===== src/rtl/div_unit.sv =====
// div_unit: multi-cycle radix-2 restoring divider (signed/unsigned) for the execute stage.
// Latency: WIDTH+1 edges from the sampling edge to ready for a normal divide, 1 edge for divide-by-zero.
// Backpressure: the result and ready are held while start stays high; dropping start releases them.
// Ports:
//   clk, rst                  rising-edge clock, asynchronous active-high reset
//   start_i                   request, held by execute until the result is consumed
//   annul_i                   flush; aborts an in-progress iterative divide only
//   signed_div_i              1 = signed, 0 = unsigned; sampled with start_i
//   opdata1_i / opdata2_i     dividend / divisor; sampled with start_i
//   result_o                  {remainder, quotient}
//   ready_o / busy_o          result valid / division in progress
//   div_zero_o                divisor was zero (valid with ready_o)
module div_unit #(
  parameter int WIDTH = 32
) (
  input  logic               clk,
  input  logic               rst,
  input  logic               start_i,
  input  logic               annul_i,
  input  logic               signed_div_i,
  input  logic [WIDTH-1:0]   opdata1_i,
  input  logic [WIDTH-1:0]   opdata2_i,
  output logic [2*WIDTH-1:0] result_o,
  output logic               ready_o,
  output logic               busy_o,
  output logic               div_zero_o
);

  localparam int CNT_W = $clog2(WIDTH + 1);

  typedef enum logic [1:0] {
    S_IDLE,
    S_BYZERO,
    S_ON,
    S_END
  } state_t;

  state_t           state;
  logic [CNT_W-1:0] cnt;
  // Working register: upper WIDTH+1 bits hold the partial remainder plus the
  // next dividend bit, quotient bits are shifted in at the bottom.
  logic [2*WIDTH:0] work;
  logic [WIDTH-1:0] dvsr;
  logic             sgn_mode;
  logic             sign1;
  logic             sign2;

  logic [WIDTH-1:0] op1_mag;
  logic [WIDTH-1:0] op2_mag;
  logic             trial_neg;
  logic [WIDTH-1:0] trial_diff;
  logic [WIDTH-1:0] quo_mag;
  logic [WIDTH-1:0] rem_mag;
  logic [WIDTH-1:0] quo_fin;
  logic [WIDTH-1:0] rem_fin;

  assign op1_mag = (signed_div_i && opdata1_i[WIDTH-1]) ? -opdata1_i : opdata1_i;
  assign op2_mag = (signed_div_i && opdata2_i[WIDTH-1]) ? -opdata2_i : opdata2_i;

  // The upper field is always below 2*divisor, so the difference fits in
  // WIDTH+1 bits two's complement and its MSB is a valid borrow flag.
  assign {trial_neg, trial_diff} = work[2*WIDTH:WIDTH] - {1'b0, dvsr};

  assign quo_mag = work[WIDTH-1:0];
  assign rem_mag = work[2*WIDTH:WIDTH+1];
  // Most-negative / -1 simply wraps back to most-negative; no trap.
  assign quo_fin = (sgn_mode && (sign1 ^ sign2)) ? -quo_mag : quo_mag;
  assign rem_fin = (sgn_mode && sign1) ? -rem_mag : rem_mag;

  always_ff @(posedge clk or posedge rst) begin
    if (rst) begin
      state      <= S_IDLE;
      cnt        <= '0;
      work       <= '0;
      dvsr       <= '0;
      sgn_mode   <= 1'b0;
      sign1      <= 1'b0;
      sign2      <= 1'b0;
      result_o   <= '0;
      ready_o    <= 1'b0;
      busy_o     <= 1'b0;
      div_zero_o <= 1'b0;
    end else begin
      case (state)
        S_IDLE: begin
          result_o   <= '0;
          ready_o    <= 1'b0;
          div_zero_o <= 1'b0;
          if (start_i && !annul_i) begin
            busy_o <= 1'b1;
            if (opdata2_i == '0) begin
              state <= S_BYZERO;
            end else begin
              state    <= S_ON;
              sgn_mode <= signed_div_i;
              sign1    <= opdata1_i[WIDTH-1];
              sign2    <= opdata2_i[WIDTH-1];
              dvsr     <= op2_mag;
              work     <= {{WIDTH{1'b0}}, op1_mag, 1'b0};
              cnt      <= '0;
            end
          end
        end

        // Flush is deliberately ignored here: the zero-divide completes and
        // execute discards it by dropping start_i.
        S_BYZERO: begin
          state      <= S_END;
          busy_o     <= 1'b0;
          result_o   <= '0;
          div_zero_o <= 1'b1;
          ready_o    <= 1'b1;
        end

        S_ON: begin
          if (annul_i) begin
            state   <= S_IDLE;
            busy_o  <= 1'b0;
            ready_o <= 1'b0;
          end else if (cnt != CNT_W'(WIDTH)) begin
            if (trial_neg) begin
              work <= {work[2*WIDTH-1:0], 1'b0};
            end else begin
              work <= {trial_diff, work[WIDTH-1:0], 1'b1};
            end
            cnt <= cnt + 1'b1;
          end else begin
            state      <= S_END;
            busy_o     <= 1'b0;
            result_o   <= {rem_fin, quo_fin};
            ready_o    <= 1'b1;
            div_zero_o <= 1'b0;
          end
        end

        S_END: begin
          if (!start_i) begin
            state      <= S_IDLE;
            result_o   <= '0;
            ready_o    <= 1'b0;
            div_zero_o <= 1'b0;
          end
        end

        default: state <= S_IDLE;
      endcase
    end
  end

endmodule


===== config.mk =====
export PLATFORM = sky130hd
export DESIGN_NAME = div_unit
export DESIGN_NICKNAME = d
export VERILOG_FILES = /design/src/rtl/div_unit.sv
export SDC_FILE = /design/constraint.sdc
export NUM_CORES = 1
export LEC_CHECK = 0
export BUFFER_PORTS_ARGS = -buffer_cell sky130_fd_sc_hd__buf_2
export CAP_MARGIN = 20
export CORE_ASPECT_RATIO = 0.9
export CORE_MARGIN = 4
export CORE_UTILIZATION = 54
export DETAILED_ROUTE_END_ITERATION = 8
export PLACE_DENSITY_LB_ADDON = 0.1
export SYNTH_ARGS = -nofsm -noshare
export SYNTH_HDL_FRONTEND = slang
export SYNTH_SLANG_ARGS = --single-unit

===== constraint.sdc =====
create_clock -name clk -period 4.5 [get_ports clk]
set_input_delay 0.225 -clock clk [delete_from_list [all_inputs] [get_ports clk]]
set_output_delay 0.225 -clock clk [all_outputs]
set_load 0.03 [all_outputs]

==> impl_metrics.yaml, run 1 <==
yosys:
  netlist_top_cells_area: "dfrtp_1 (38%), o21ai_0 (7.3%), nand2_1 (6.9%), xor2_1 (5.7%), xnor2_1 (5.2%)"
  yosysTopAreaCell: "dfrtp_1"
  synth.distinct_cells: 72
  syn_avg_cell_area_um2: 8.35
  synth_mux_area_share_pct: 3.78
  synth_area_um2: 11600
  yosys.area_share.simple_pct: 18.1
  ys_ff_latch: 175
  synth_warnings: 0
  synth_nets: 1496
  synth.most_common_cell: "nand2_1"
  ys_async_sr_fraction_pct: 100
  synth-xor-area-share_pct: 10.8
  netlist_instances: 1384
  synth_top_area_share_pct: 37.9
  synth_edf_count: 0
  synthAdderAreaFrac_pct: 4.72
  synth_compound_area_share_pct: 20.2
  synthFlopType: "dfrtp_1"
  synth_seq_area_share_pct: 37.9
  synth_top_family_by_area: "compound AO/OA/AOI/OAI gates"
  synth_commonest_cells: "nand2_1 (211), dfrtp_1 (175), o21ai_0 (168)"
pwr:
  seqPwrFrac_pct: 27.5
  p_switching_w: 0.00476
  ir_drop_v: 0.000397
  leakage_nw: 5.91
  swShare_pct: 47.9
  comb_power_share_pct: 56.7
  intPower_w: 0.00518
  p_clk_share_pct: 15.8
  p_per_area_nw_per_um2: 758
clocking:
  clk_pin_slew_worst_paths_ns: 0.08
  cts_tree: "yes"
  post_cts_buffers: 0
  clock_path_buffers: 2
  cts_resized: 0
  clk-insertion-delay-late_ns: 0.43
  cts_hold_buf: 0
  htreeDepth: 4
  root_buffer: "clkbuf_16"
  cts_buffers: 17
  cts.sinks: 175
critical_path:
  worstPathMaxFanout: 18
  crit_path_end: "work[63]$_DFFE_PP0P_"
  reg2reg_from: "work[39]$_DFFE_PP0P_"
  ff2ff_setup_slack_ns: 0.93
  cp.required_ns: 4.81
  crit_start: "work[39]$_DFFE_PP0P_"
  worst-endpoint-arrival_ns: 3.88
  ff2ff_path_depth: 11
  worstSetupPathType: "flip-flop to flip-flop"
  cp_slowest_cell: "dfrtp_1"
  critical_path.cell_chain: "ha_1 -> a21o_1 -> a211oi_1 -> a21oi_1 -> o211a_1 -> o311ai_2 -> nor4b_1 -> a311oi_4 -> buf_4 -> or2_2 -> a32o_1"
  cp-start-kind: "flip-flop"
  path_buf_inv: 1
  timing.rr.end: "work[63]$_DFFE_PP0P_"
  setup.worst_path.end_class: "flip-flop"
  cpLargestDelayFamily: "compound AO/OA/AOI/OAI gates"
  max_stage_delay_ns: 0.46
  cp.depth: 11
route:
  antenna_left: 0
  drt_wl_total_mm: 29.4
  via_per_inst: 5.65
  drc: 0
  first_pass_iters: 5
  drt_first_iter_violations: 676
  vias: 10094
  wl_per_cell_um: 16.4
sta:
  setup_slack_ns: 0.934
  grt_setup_unrepaired: "false"
  worst_clock_skew_ns: 0.0116
  tns_ns: 0
  finalHoldViolCount: 0
  min_period_ns: 3.57
  finalMaxSlewViolations: 0
  worst_slew_pin_slew_ns: 1.01
  max_freq_mhz: 280
  layout_worst_path_cycle_share_pct: 79.3
  setup_viol: 0
  slew_headroom_pct: 33.0
placement:
  place_congestion: 0.934
  dpl-instance-area_um2: 12500
  place_ws_ns: 0.981
  port_buffers: 135
  dp_cells: 1755
  hpwl_mm: 21.7
die:
  dieArea_um2: 23800
  die_h_um: 147
  ioPinCount: 136
  die_x_um: 162
  rows: 50
  core_um2: 20900
  initial_core_util_pct: 55.3
global_route:
  overflow: 0
  antenna_found_initial: 0
  grtUsageTotal_pct: 24.6
  grt_max_degree: 176
  grt_pass1_vias: 9152
  grt_pass1_wl_mm: 47.7
layout:
  fillCellCount: 1891
  fin_cells: 1787
  final_cell_area_um2: 13100
  fin_util_pct: 62.8
  final_nets: 1600
  drive_above_1_share_pct: 14.9
  area_delta_synth_final_pct: 13.5
  num_antenna_cells: 0
run_status:
  status: "finished, final reports clean"
job:
  cap_violations: 0
worst_hold_path:
  holdCritPathClass: "input port to async pin"
==> kinds of logic (layout without fill, tap and decap cells) <==
family | count (synthesis) | count (layout)
adder cells (fa/ha/maj) | 43 | 43
flip-flops | 175 | 175
XOR/XNOR | 143 | 143
AO/OA/AOI/OAI | 400 | 400
multiplexers | 43 | 43
buffers and inverters | 125 | 242
AND/OR/NAND/NOR | 455 | 455
==> worst reg2reg max path, cell delays in order, from the launching register on <==
cell and delay (ns):
dfrtp_1 0.46, ha_1 0.42, a21o_1 0.24, a211oi_1 0.22, a21oi_1 0.18, o211a_1 0.28, o311ai_2 0.29, nor4b_1 0.46
a311oi_4 0.09, buf_4 0.26, or2_2 0.30, a32o_1 0.25
==> cell usage in the layout, fill, tap and decap left out, types with 26 or more instances in the layout <==
| cell type | instances |
|---|---|
| o31ai_1 | 26 |
| mux2i_1 | 38 |
| dfrtp_1 | 175 |
| buf_2 | 135 |
| nor2_1 | 105 |
| a21oi_1 | 100 |
| inv_1 | 55 |
| xor2_1 | 75 |
| nor3_1 | 27 |
| xnor2_1 | 68 |
| ha_1 | 41 |
| o21ai_0 | 168 |
| nand2_1 | 211 |
==> layer usage <==
layer  vias up  GRT usage [%]  part of all wire (%)
met5         -              0                     0
met4         0           4.69                  0.99
met3        21           4.24                   5.7
met2       269           34.3                    42
met1      4778           40.1                    52
li1       5026              -                     -
==> per-stage QoR <==
stage | hold WS [ns] | total power (W)
5_1_grt | 0.0841 | 0.0108
3_5_place_dp | 0.461 | 0.00836
4_1_cts | 0.0726 | 0.00996
3_3_place_gp | 0.456 | 0.00821
2_1_floorplan | 0.364 | 0.00689
6_report | 0.0140 | 0.00995
==> flip-flops by register name, summed over array words and instances, names as in the netlist <==
signal      count
state           2
ready_o         1
dvsr           32
work           65
busy_o          1
sgn_mode        1
div_zero_o      1
sign1           1
result_o       64
cnt             6
sign2           1
==> worst min-delay path by stage <==
stage          slack (ns)                  endpoint
6_report             0.01   result_o[9]$_DFFE_PP0P_
5_1_grt              0.08       dvsr[1]$_DFFE_PP0P_
4_1_cts              0.07       dvsr[1]$_DFFE_PP0P_
3_5_place_dp         0.46  result_o[36]$_DFFE_PP0P_
3_3_place_gp         0.46   result_o[9]$_DFFE_PP0P_
2_1_floorplan        0.36      dvsr[31]$_DFFE_PP0P_
==> power groups by stage <==
stage | clock network (W) | logic [W] | registers (W)
4_1_cts | 0.00160 | 0.00563 | 0.00273
6_report | 0.00158 | 0.00564 | 0.00273
3_5_place_dp | 0 | 0.00560 | 0.00276
5_1_grt | 0.00168 | 0.00625 | 0.00282
3_3_place_gp | 0 | 0.00548 | 0.00273
2_1_floorplan | 0 | 0.00388 | 0.00301
==> area by class of cell <==
| class | count | area, um^2 | area share (%) |
|---|---|---|---|
| well taps | 286 | 358 | 2.73 |
| clock inverters | 15 | 199 | 1.52 |
| multi-input cells | 1084 | 6700 | 51.1 |
| inverters | 56 | 214 | 1.63 |
| flip-flops and latches | 175 | 4380 | 33.4 |
| repair buffers | 154 | 843 | 6.43 |
| clock buffers | 17 | 425 | 3.24 |
No activity file was read; power rests on OpenSTA's default activity.
==> inputs of run 2 (changes only) <==
Clock period 4.5 ns to 2.9 ns, I/O delays scaled along.
==> run 2 against run 1 <==
  * Critical endpoint is now work[53]$_DFFE_PP0P_
  * The run now ends with negative hold slack, negative setup slack left
  * Fmax up 16%
  * Sequential cell count unchanged
  * Worst setup slack worse by 1.1 ns
  * Worst hold slack worse by 0.13 ns
  * Via count up 5.7%
  * Final area up 9.9%
  * Count of clock-buffer cells in the layout up 1
==> impl_metrics.yaml, run 2 (synthesized netlist as in run 1, its figures left out) <==
run_status:
  status: "finished, violations left"
  violations: "negative hold slack, negative setup slack"
sta:
  worst_slew_pin_slew_ns: 1.08
  layout_worst_path_cycle_share_pct: 106
  slew_headroom_pct: 27.9
  grt_setup_unrepaired: "true"
  tns_ns: -3.57
  setup_viol: 33
  setup_slack_ns: -0.165
  worst_clock_skew_ns: 0.0128
  min_period_ns: 3.07
  finalMaxSlewViolations: 0
  finalHoldViolCount: 63
  whs_ns: -0.117
  max_freq_mhz: 326
route:
  wl_per_cell_um: 16.4
  drt_wl_total_mm: 31.3
  vias: 10672
  drt_first_iter_violations: 908
  antenna_left: 0
  drc: 0
  via_per_inst: 5.57
  first_pass_iters: 7
die:
  ioPinCount: 136
  core_um2: 20900
  die_h_um: 147
  initial_core_util_pct: 55.3
  rows: 50
  die_x_um: 162
  dieArea_um2: 23800
critical_path:
  reg2reg_from: "dvsr[25]$_DFFE_PP0P_"
  worstPathMaxFanout: 9
  cp-start-kind: "flip-flop"
  worst-endpoint-arrival_ns: 3.36
  cp.required_ns: 3.20
  crit_start: "dvsr[25]$_DFFE_PP0P_"
  setup.worst_path.end_class: "flip-flop"
  worstSetupPathType: "flip-flop to flip-flop"
  ff2ff_setup_slack_ns: -0.17
clocking:
  cts_tree: "yes"
  clk-insertion-delay-late_ns: 0.43
  cts.sinks: 175
  root_buffer: "clkbuf_16"
  cts_hold_buf: 0
  htreeDepth: 4
  clk_pin_slew_worst_paths_ns: 0.07
  clock_path_buffers: 2
  cts_buffers: 17
global_route:
  grt_pass1_wl_mm: 51.1
  grt_max_degree: 176
  antenna_found_initial: 0
  grt_pass1_vias: 9950
  grtUsageTotal_pct: 26.1
  overflow: 0
pwr:
  p_per_area_nw_per_um2: 1200
  power_w: 0.0172
  ir_drop_v: 0.000698
  leakage_nw: 6.60
layout:
  layout_commonest_cell: "nand2_1"
  num_antenna_cells: 0
  drive_above_1_share_pct: 23.9
  fin_cells: 1917
  layout_common_cells: "nand2_1 (210), dfrtp_1 (174), o21ai_0 (161), buf_4 (137), buf_2 (135)"
  final_cell_area_um2: 14400
  final_nets: 1731
  regMostFlops: "work"
  area_delta_synth_final_pct: 24.8
  largest_reg_flops: 65
  reg_top3: "work: 65 flops, result_o: 64 flops, dvsr: 32 flops"
job:
  cap_violations: 0
placement:
  hpwl_mm: 22.9
  dp_cells: 1866
  place_congestion: 0.948
  port_buffers: 135
  dpl-instance-area_um2: 13400
worst_hold_path:
  holdCritPathClass: "input port to async pin"
==> run 2: cell count changes in the layout (fill, tap and decap cells not counted), moves of 5 or more <==
cell	before	now
inv_1	55	50
ha_1	41	34
buf_12	2	8
o21ai_0	168	161
inv_2	0	5
mux2i_1	38	33
ha_4	0	6
o21ai_1	25	31
buf_4	17	137
==> run 2: through the flow <==
stage	util, %	setup slack [ns]
final	69.0	-0.165
after global placement	64.3	-0.200
after detailed placement	64.3	-0.301
after global routing	69.0	-0.282
after CTS	68.4	-0.103
after floorplan	-	0.000300
==> run 2: power by group <==
group	internal, W	leakage (nW)	total [W]	switching (W)
Clock	0.00131	0.290	0.00235	0.00104
Combinational	0.00459	4.00	0.0108	0.00617
Sequential	0.00337	2.30	0.00413	0.000761
Total	0.00927	6.60	0.0172	0.00797
==> run 2: path summary, 6_finish.rpt <==
kind | to | cells after the start
min in group clk | dvsr[1]$_DFFE_PP0P_ | 3
worst min register to register | result_o[2]$_DFFE_PP0P_ | 2
worst min-delay path | result_o[9]$_DFFE_PP0P_ | 3
worst max register to register | work[53]$_DFFE_PP0P_ | 13
worst max-delay path | work[53]$_DFFE_PP0P_ | 13
max in group asynchronous | work[29]$_DFFE_PP0P_ | 3
==> run 2: worst max-delay path, stage by stage, from the launching register on <==
cell and delay, ns:
dfrtp_1 0.40, inv_2 0.10, ha_4 0.21, a21o_1 0.17, a21o_1 0.22, a2111oi_4 0.35, o21ai_2 0.12, mux2i_2 0.27
o31ai_4 0.13, a311oi_4 0.29, buf_4 0.21, buf_12 0.15, mux2i_1 0.20, o21ai_0 0.11
==> run 2: timing repair <==
item / 4_1_cts / 5_1_grt
pin swaps: 18 / 12
gates cloned: 1 / 0
resized for setup: 32 / 19
setup buffers: 15 / 3
setup endpoints to repair: 35 / 39
endpoints found under the hold margin: 0 / 0
==> run 2: area by class of cell <==
type                       count  area, um^2
clock buffer                  18         439
clock inverter                13         154
fill                        1774        6470
inverter                      56         214
multi-input combinational   1084        6940
sequential                   175        4380
tap                          286         358
timing repair buffer         285        1940
==> run 2: routing by layer <==
metal  global-route usage [%]  part of all wire, %  up-vias
met5                        0                    0        -
met3                     4.43                  6.3       22
met1                     40.8                   50     5033
met4                     4.02                  1.0        0
met2                     38.9                   43      312
li1                         -                    -     5305
==> inputs of run 3 (changes only) <==
Settings changed: CORE_ASPECT_RATIO 0.9 to unset.
==> run 3 against run 2 <==
  * The run ends with negative setup slack left
  * Utilization down 0.65 points
  * Sequential share of layout area increased by 0.10 points
  * Via count shrank 0.82%
  * Cell count is 0.63% lower
  * Critical path depth increased by 1
  * Highest routed layer unchanged
  * Worst hold slack gained 0.13 ns
  * Combinational power about the same
  * Routed wire length shrank 2.7%
  * Clock skew down 0.0021 ns
  * Sequential cell count is the same
  * Global-route usage down 0.40 points
==> impl_metrics.yaml, run 3 (synthesized netlist as in run 1, its figures left out) <==
pwr:
  ir_drop_v: 0.000681
  leakage_nw: 6.58
  p_per_area_nw_per_um2: 1170
critical_path:
  setup.worst_path.end_class: "flip-flop"
  cpLargestDelayFamily: "compound AO/OA/AOI/OAI gates"
  critical_path.cell_chain: "inv_2 -> ha_4 -> a21o_1 -> a21o_1 -> a2111oi_4 -> o21ai_4 -> mux2i_1 -> o31ai_2 -> a311oi_4 -> buf_6 -> buf_12 -> buf_4 -> mux2i_1 -> o22ai_1"
  worstPathMaxFanout: 5
  worst-endpoint-arrival_ns: 3.35
  path_buf_inv: 4
  cp-start-kind: "flip-flop"
  cp.required_ns: 3.21
  worstSetupPathType: "flip-flop to flip-flop"
  max_stage_delay_ns: 0.46
  cp_slowest_cell: "a2111oi_4"
layout:
  final_cell_area_um2: 14400
  final_nets: 1729
  drive_above_1_share_pct: 23.5
  layout_commonest_cell: "nand2_1"
  area_delta_synth_final_pct: 24.4
  fillCellCount: 1711
  fin_cells: 1905
  reg_top3: "work: 65 flops, result_o: 64 flops, dvsr: 32 flops"
  largest_reg_flops: 65
  layout_common_cells: "nand2_1 (210), dfrtp_1 (174), o21ai_0 (157), buf_2 (135), buf_4 (126)"
  regMostFlops: "work"
  num_antenna_cells: 0
die:
  die_x_um: 154
  core_um2: 21000
  dieArea_um2: 23800
  initial_core_util_pct: 55.0
  die_h_um: 154
  ioPinCount: 136
  rows: 53
route:
  drt_first_iter_violations: 685
  via_per_inst: 5.56
  vias: 10584
  drc: 0
  wl_per_cell_um: 16.0
  antenna_left: 0
  drt_wl_total_mm: 30.5
  first_pass_iters: 5
clocking:
  clk_pin_slew_worst_paths_ns: 0.07
  clock_path_buffers: 2
  cts_buffers: 17
  root_buffer: "clkbuf_16"
  clk-insertion-delay-late_ns: 0.43
  htreeDepth: 4
  cts_tree: "yes"
  cts.sinks: 175
global_route:
  antenna_found_initial: 0
  grt_max_degree: 76
  grtUsageTotal_pct: 25.7
  grt_pass1_wl_mm: 50.6
  overflow: 0
  grt_pass1_vias: 9971
sta:
  finalHoldViolCount: 0
  grt_setup_unrepaired: "true"
  setup_viol: 31
  slew_headroom_pct: 48.3
  setup_slack_ns: -0.147
  worst_clock_skew_ns: 0.0107
  finalMaxSlewViolations: 0
  max_freq_mhz: 328
  worst_slew_pin_slew_ns: 0.775
  min_period_ns: 3.05
  layout_worst_path_cycle_share_pct: 105
run_status:
  violations: "negative setup slack"
  status: "finished, violations left"
placement:
  port_buffers: 135
  dpl-instance-area_um2: 13500
  hpwl_mm: 22.9
  place_congestion: 0.912
  dp_cells: 1856
worst_hold_path:
  holdCritPathClass: "input port to flip-flop"
job:
  cap_violations: 0
run 3: where the power goes:
group	internal, W	total [W]	switching (W)
combinational	0.00456	0.0105	0.00597
clock	0.00115	0.00216	0.00101
sequential	0.00337	0.00414	0.000771
run 3: worst reg2reg max path, cell delays in order, from the launching register on:
cell	delay, ns
dfrtp_1	0.39
inv_2	0.09
ha_4	0.20
a21o_1	0.17
a21o_1	0.18
a2111oi_4	0.46
o21ai_4	0.14
mux2i_1	0.21
o31ai_2	0.12
a311oi_4	0.30
buf_6	0.20
buf_12	0.12
buf_4	0.10
mux2i_1	0.17
o22ai_1	0.09
run 3: final timing paths:
| kind | endpoint | from | cells past startpoint | slack (ns) |
|---|---|---|---|---|
| hold / removal | dvsr[1]$_DFFE_PP0P_ | opdata2_i[1] | 3 | 0.02 |
| min in group asynchronous | work[10]$_DFFE_PP0P_ | rst | 4 | 0.40 |
| max in group asynchronous | result_o[50]$_DFFE_PP0P_ | rst | 4 | 2.11 |
| setup / recovery | work[54]$_DFFE_PP0P_ | dvsr[25]$_DFFE_PP0P_ | 14 | -0.15 |
| hold reg to reg | result_o[52]$_DFFE_PP0P_ | result_o[52]$_DFFE_PP0P_ | 2 | 0.47 |
| setup reg to reg | work[54]$_DFFE_PP0P_ | dvsr[25]$_DFFE_PP0P_ | 14 | -0.15 |
run 3: final cells by class:
class	instances	area (um^2)	area share, %
Clock inverter	10	82.6	0.574
Timing Repair Buffer	283	1980	13.8
Clock buffer	22	464	3.23
Inverter	56	214	1.49
Sequential cell	175	4380	30.5
Multi-Input combinational cell	1084	6910	48.1
Tap cell	275	344	2.39
run 3: routing by layer:
metal  track usage, %  wire (um)
met5                0          0
met4             5.21        301
met3             3.25       1650
met2             38.8      13400
met1             39.9      15100
run 3: per-stage QoR:
stage | setup TNS, ns | power [W] | util [%] | hold WS, ns | setup WS [ns]
2_1_floorplan | 0 | 0.0107 | - | 0.284 | 0.000300
3_3_place_gp | -5.17 | 0.0138 | 64.1 | 0.340 | -0.202
3_5_place_dp | -8.03 | 0.0140 | 64.1 | 0.338 | -0.332
4_1_cts | -2.02 | 0.0166 | 67.6 | 0.00806 | -0.136
5_1_grt | -6.04 | 0.0182 | 68.4 | 0.0181 | -0.262
6_report | -2.18 | 0.0168 | 68.4 | 0.0167 | -0.147
run 3: what timing repair did:
item	in CTS	in global routing
buffers inserted	7	8
hold endpoints to repair	175	0
gates resized for setup	25	27
cloned	1	0
hold buffers	1	0
pin swaps	13	19
setup endpoints to repair	35	37
